===== src/rtl/noc_pkg.sv =====
// noc_pkg: shared flit, select-token and merge-state types for the NoC tree
package noc_pkg;
    localparam int FLIT_W   = 9;
    localparam int ADDR_MSB = 8;
    localparam int ADDR_LSB = 5;
    typedef logic [FLIT_W-1:0] flit_t;
    typedef enum logic {SEL0 = 1'b0, SEL1 = 1'b1} sel_t;
    typedef enum logic {EMPTY, HOLD} merge_state_t;
endpackage


===== src/rtl/rr_arb2.sv =====
// rr_arb2: two-way round-robin arbiter; the pointer moves past the winner on advance
module rr_arb2
    import noc_pkg::*;
(
    input  logic       clk,
    input  logic       reset,
    input  logic [1:0] req,
    input  logic       advance,
    output logic       gnt_idx,
    output logic       gnt_valid
);
    sel_t r_prio;
    always_comb begin
        gnt_valid = |req;
        gnt_idx   = (&req) ? r_prio : req[1];
    end
    always_ff @(posedge clk) begin
        if (reset)
            r_prio <= SEL0;
        else if (advance && gnt_valid)
            r_prio <= gnt_idx ? SEL0 : SEL1;
    end
endmodule


===== src/rtl/merge2_rr_node.sv =====
// merge2_rr_node: round-robin merge of two flit channels into one flit channel plus a source token
module merge2_rr_node
    import noc_pkg::*;
#(
    parameter int W = FLIT_W
) (
    input  logic         clk,
    input  logic         reset,
    input  logic [W-1:0] in0_data,
    input  logic         in0_valid,
    output logic         in0_ready,
    input  logic [W-1:0] in1_data,
    input  logic         in1_valid,
    output logic         in1_ready,
    output logic [W-1:0] out_data,
    output logic         out_valid,
    input  logic         out_ready,
    output logic         s_data,
    output logic         s_valid,
    input  logic         s_ready
);
    merge_state_t r_state, w_state_nxt;
    logic [W-1:0] r_data;
    logic         r_sel;
    logic         r_out_pend, r_s_pend;
    logic         w_out_pend_nxt, w_s_pend_nxt;
    logic         w_free, w_load, w_gnt_idx, w_gnt_valid;
    rr_arb2 u_arb (
        .clk       (clk),
        .reset     (reset),
        .req       ({in1_valid, in0_valid}),
        .advance   (w_load),
        .gnt_idx   (w_gnt_idx),
        .gnt_valid (w_gnt_valid)
    );
    // The stage may reload in the same cycle its last pending channel completes.
    always_comb begin
        w_free         = !reset && (r_state == EMPTY ||
                         ((!r_out_pend || out_ready) && (!r_s_pend || s_ready)));
        w_load         = w_free && w_gnt_valid;
        in0_ready      = w_load && !w_gnt_idx;
        in1_ready      = w_load && w_gnt_idx;
        out_valid      = r_out_pend && !reset;
        s_valid        = r_s_pend && !reset;
        w_out_pend_nxt = w_load || (r_out_pend && !out_ready);
        w_s_pend_nxt   = w_load || (r_s_pend && !s_ready);
        w_state_nxt    = (w_out_pend_nxt || w_s_pend_nxt) ? HOLD : EMPTY;
    end
    always_ff @(posedge clk) begin
        if (reset) begin
            r_state    <= EMPTY;
            r_out_pend <= 1'b0;
            r_s_pend   <= 1'b0;
            r_data     <= '0;
            r_sel      <= 1'b0;
        end else begin
            r_state    <= w_state_nxt;
            r_out_pend <= w_out_pend_nxt;
            r_s_pend   <= w_s_pend_nxt;
            if (w_load) begin
                r_data <= w_gnt_idx ? in1_data : in0_data;
                r_sel  <= w_gnt_idx;
            end
        end
    end
    assign out_data = r_data;
    assign s_data   = r_sel;
endmodule


===== config.mk =====
export PLATFORM = sky130hd
export DESIGN_NAME = merge2_rr_node
export DESIGN_NICKNAME = d
export VERILOG_FILES = /design/src/rtl/noc_pkg.sv /design/src/rtl/rr_arb2.sv /design/src/rtl/merge2_rr_node.sv
export SDC_FILE = /design/constraint.sdc
export NUM_CORES = 1
export LEC_CHECK = 0
export BUFFER_PORTS_ARGS = -buffer_cell sky130_fd_sc_hd__clkbuf_2
export CAP_MARGIN = 20
export CORE_MARGIN = 5
export CORE_UTILIZATION = 45
export CTS_CLUSTER_SIZE = 24
export DETAILED_ROUTE_END_ITERATION = 8
export PLACE_DENSITY = 0.76
export SLEW_MARGIN = 25
export SYNTH_ARGS = -nofsm -noshare
export SYNTH_HDL_FRONTEND = slang
export SYNTH_SLANG_ARGS = --single-unit

===== constraint.sdc =====
create_clock -name clk -period 3.5 [get_ports clk]
set_input_delay 0.525 -clock clk [delete_from_list [all_inputs] [get_ports clk]]
set_output_delay 0.525 -clock clk [all_outputs]
set_load 0.005 [all_outputs]

==> run_results.csv <==
group,metric,value,unit
run_status,status,"complete, no violations",
logic_synthesis,synth_nets,91,
critical_path,rrSetupSlack,2080,ps
global_route,track_usage,12.3,%
floorplanning,core_area,1520,um^2
route,routed_wl,1.48,mm
timing,worst_pin_slew,661,ps
logic_synthesis,synth_seq_cells,14,
route,vias,612,
min_path,hold_path_depth,1,
clock_tree,clock_sinks,14,
global_route,grt_max_degree,16,
route,drt-met1-wl,592,um
cells_and_area,antennaDiodeCount,0,
clock_tree,numCtsBuffers,3,
critical_path,cp_max_fo,15,
global_route,antenna_found_initial,0,
route,drt_iter0_drc,0,
logic_synthesis,synth_mux_area_share,12.4,%
critical_path,r2r-start,"u_arb.r_prio",
clock_tree,clock_path_buffers,2,
logic_synthesis,synth_top_family_by_area,"compound AO/OA/AOI/OAI gates",
logic_synthesis,synth_compound_area_share,31.3,%
min_path,hold_class,"reg2reg",
timing,relSlewSlack,55.9,%
run,cap_violations,0,
critical_path,arrival,1480,ps
cells_and_area,regArea,280,um^2
critical_path,cp_num_buf_inv,1,
power_and_ir_drop,p_leak,0.454,nW
cells_and_area,fill_cells,145,
logic_synthesis,synthXorXnorAreaFrac,0,%
timing,rsz0062_at_grt,"no",
power_and_ir_drop,p_switching,0.0000995,W
clock_tree,cts.htree.levels,1,
critical_path,crit_path_end_kind,"primary output",
min_path,worstHoldStart,"s_data",
clock_tree,cts_resized,0,
cells_and_area,area_growth,25.9,%
timing,finalCritPeriodShare,57.4,%
logic_synthesis,synth-simple-area-share,11.5,%
clock_tree,cts_tree,"yes",
route,wl_met2,786,um
critical_path,crit_path_cell_trace,"nor2b_4, o21ai_4, nand2_1, a211oi_1, clkbuf_2",
critical_path,worstSetupPathDepth,5,
route,drc_errors,0,
clock_tree,cts_root_buf,"clkbuf_4",
logic_synthesis,synthAdderAreaFrac,0,%
power_and_ir_drop,power_frac_seq,50.9,%
logic_synthesis,ys_seq_area_share,38.5,%
logic_synthesis,avgSynthCellArea,10.9,um^2
timing,setup_tns,0,ps
global_route,grt_pass1_vias,575,
route,drt-pass1-iter-count,1,
global_route,overflow,0,
route,top_layer_used,"met4",
critical_path,critPathRequiredTime,2970,ps
power_and_ir_drop,p_comb_share,25.1,%
critical_path,critPathLaunchType,"flop",
power_and_ir_drop,pwr-share-clk,24.0,%
cells_and_area,multi_input_area,402,um^2
timing,skew,1.87,ps
route,wl_met3,91,um
place,io_buffers,37,
logic_synthesis,yosysUniqueCellTypes,24,
route,postRouteAntennaNets,0,
global_route,grt_pass1_wl,2.55,mm
floorplanning,die_w,50.2,um
floorplanning,die_h,50.2,um
timing,slew_violations,0,
floorplanning,ios,38,
clock_tree,clk_pin_slew_worst_paths,80,ps
critical_path,r2r-end,"out_data[7]",
logic_synthesis,netlist_instances,67,
critical_path,crit_family,"compound AO/OA/AOI/OAI gates",
min_path,min_to,"s_data",
cells_and_area,fin_nets,128,
floorplanning,die_area,2520,um^2
clock_tree,cts_setup_buffers,0,
clock_tree,ctsHoldBuffers,0,
timing,finalCriticalPeriod,2010,ps
place,gp_congestion,0.636,
critical_path,crit_slowest_cell,"o21ai_4",
power_and_ir_drop,ir_worst_vdd,0.000201,V
logic_synthesis,synth_area,728,um^2
floorplanning,rows,14,
cells_and_area,drive_above_1_share,55.9,%
power_and_ir_drop,switching_share,27.6,%
floorplanning,initial_utilization,47.8,%
cells_and_area,final_util,60.2,%
critical_path,slowest_delay,340,ps
critical_path,ff2ff_path_depth,3,
timing,setup_viol,0,
power_and_ir_drop,intPower,0.000261,W
clock_tree,clock_latency,260,ps
route,wl_per_cell,12.5,um
timing,finalHoldViolCount,0,
timing,fmax,0.498,GHz
critical_path,critPathKind,"reg2out",
place,hpwlAfterDp,1.17,mm
power_and_ir_drop,powerDensity,393,nW/um^2
logic_synthesis,ys_warn_count,0,
route,via_per_inst,5.19,
## registers in the layout (all words and copies together) (netlist names)
| signal | count |
|---|---|
| r_state | 1 |
| u_arb.r_prio | 1 |
| r_s_pend | 1 |
| out_data | 9 |
| r_out_pend | 1 |
| s_data | 1 |
## cell usage after synthesis, drive strengths merged
library cell | instances | share of area (%)
and2 | 1 | 1.2
a21oi | 10 | 6.9
nor3b | 1 | 1.7
a311oi | 1 | 1.2
o21ai | 2 | 3.4
nor2 | 1 | 0.51
mux2i | 9 | 12
inv | 2 | 1.0
o21a | 2 | 2.1
a31o | 1 | 1.2
nand2 | 2 | 1.0
dfxtp | 14 | 38
buf | 5 | 5.3
a211oi | 10 | 16
or2 | 1 | 0.86
nor3 | 1 | 0.69
nor2b | 4 | 5.5
## cells by family (layout without fill, tap and decap cells)
| family | Yosys count | after routing |
|---|---|---|
| buf+inv | 7 | 42 |
| flops | 14 | 14 |
| mux | 9 | 9 |
| compound gates | 26 | 26 |
| simple gates | 11 | 11 |
## power by group through the flow
stage / Clock (W) / Combinational, W / Sequential (W)
after detailed placement: 0 / 0.0000922 / 0.000187
after floorplan: 0 / 0.0000607 / 0.000188
after global routing: 0.000101 / 0.000101 / 0.000186
after CTS: 0.0000890 / 0.0000926 / 0.000184
final: 0.0000865 / 0.0000905 / 0.000183
after global placement: 0 / 0.0000904 / 0.000187
## routing by layer
layer | track usage (%) | up-vias
li1 | - | 319
met1 | 14.8 | 275
met2 | 21.8 | 16
met3 | 3.25 | 2
met4 | 2.62 | 0
met5 | 0 | -
## how the worst max path moves through the flow
stage	endpoint	start	slack, ps
6_report	in0_ready	r_s_pend	1490
2_1_floorplan	in0_ready	s_ready	1810
3_3_place_gp	in1_ready	in0_valid	1510
3_5_place_dp	in1_ready	in0_valid	1490
5_1_grt	in0_ready	r_s_pend	1330
4_1_cts	in0_ready	r_s_pend	1460
## metrics by stage
| step | total power, W | setup slack (ps) | cells | hold WS, ps | area [um^2] |
|---|---|---|---|---|---|
| 2_1_floorplan | 0.000248 | 1810 | 67 | 485 | 728 |
| 3_3_place_gp | 0.000277 | 1510 | 115 | 471 | 895 |
| 3_5_place_dp | 0.000280 | 1490 | 115 | 477 | 895 |
| 4_1_cts | 0.000365 | 1460 | 118 | 497 | 917 |
| 5_1_grt | 0.000388 | 1330 | 118 | 494 | 917 |
| 6_report | 0.000360 | 1490 | 118 | 496 | 917 |
## final cells by class
cell class	instances	share of cell area [%]
Multi-Input combinational cell	46	43.8
Sequential cell	14	30.6
Timing Repair Buffer	37	20.2
Clock buffer	3	2.46
Tap cell	16	2.18
Inverter	2	0.819
## cell usage in the layout (no fill, tap or decap)
cell,netlist,routed
nor2b_1,2,2
clkbuf_2,0,37
inv_1,1,1
and2_4,1,1
a311oi_1,1,1
a211oi_2,9,9
o21ai_2,1,1
o21a_1,2,2
a211oi_1,1,1
o21ai_4,1,1
a21oi_1,10,10
nor2_1,1,1
nor3_1,1,1
or2_1,1,1
nor2b_4,2,2
mux2i_1,9,9
a31o_2,1,1
nand2_1,2,2
dfxtp_1,14,14
inv_2,1,1
clkbuf_4,0,3
nor3b_2,1,1
No activity file was read; power rests on OpenSTA's default activity.
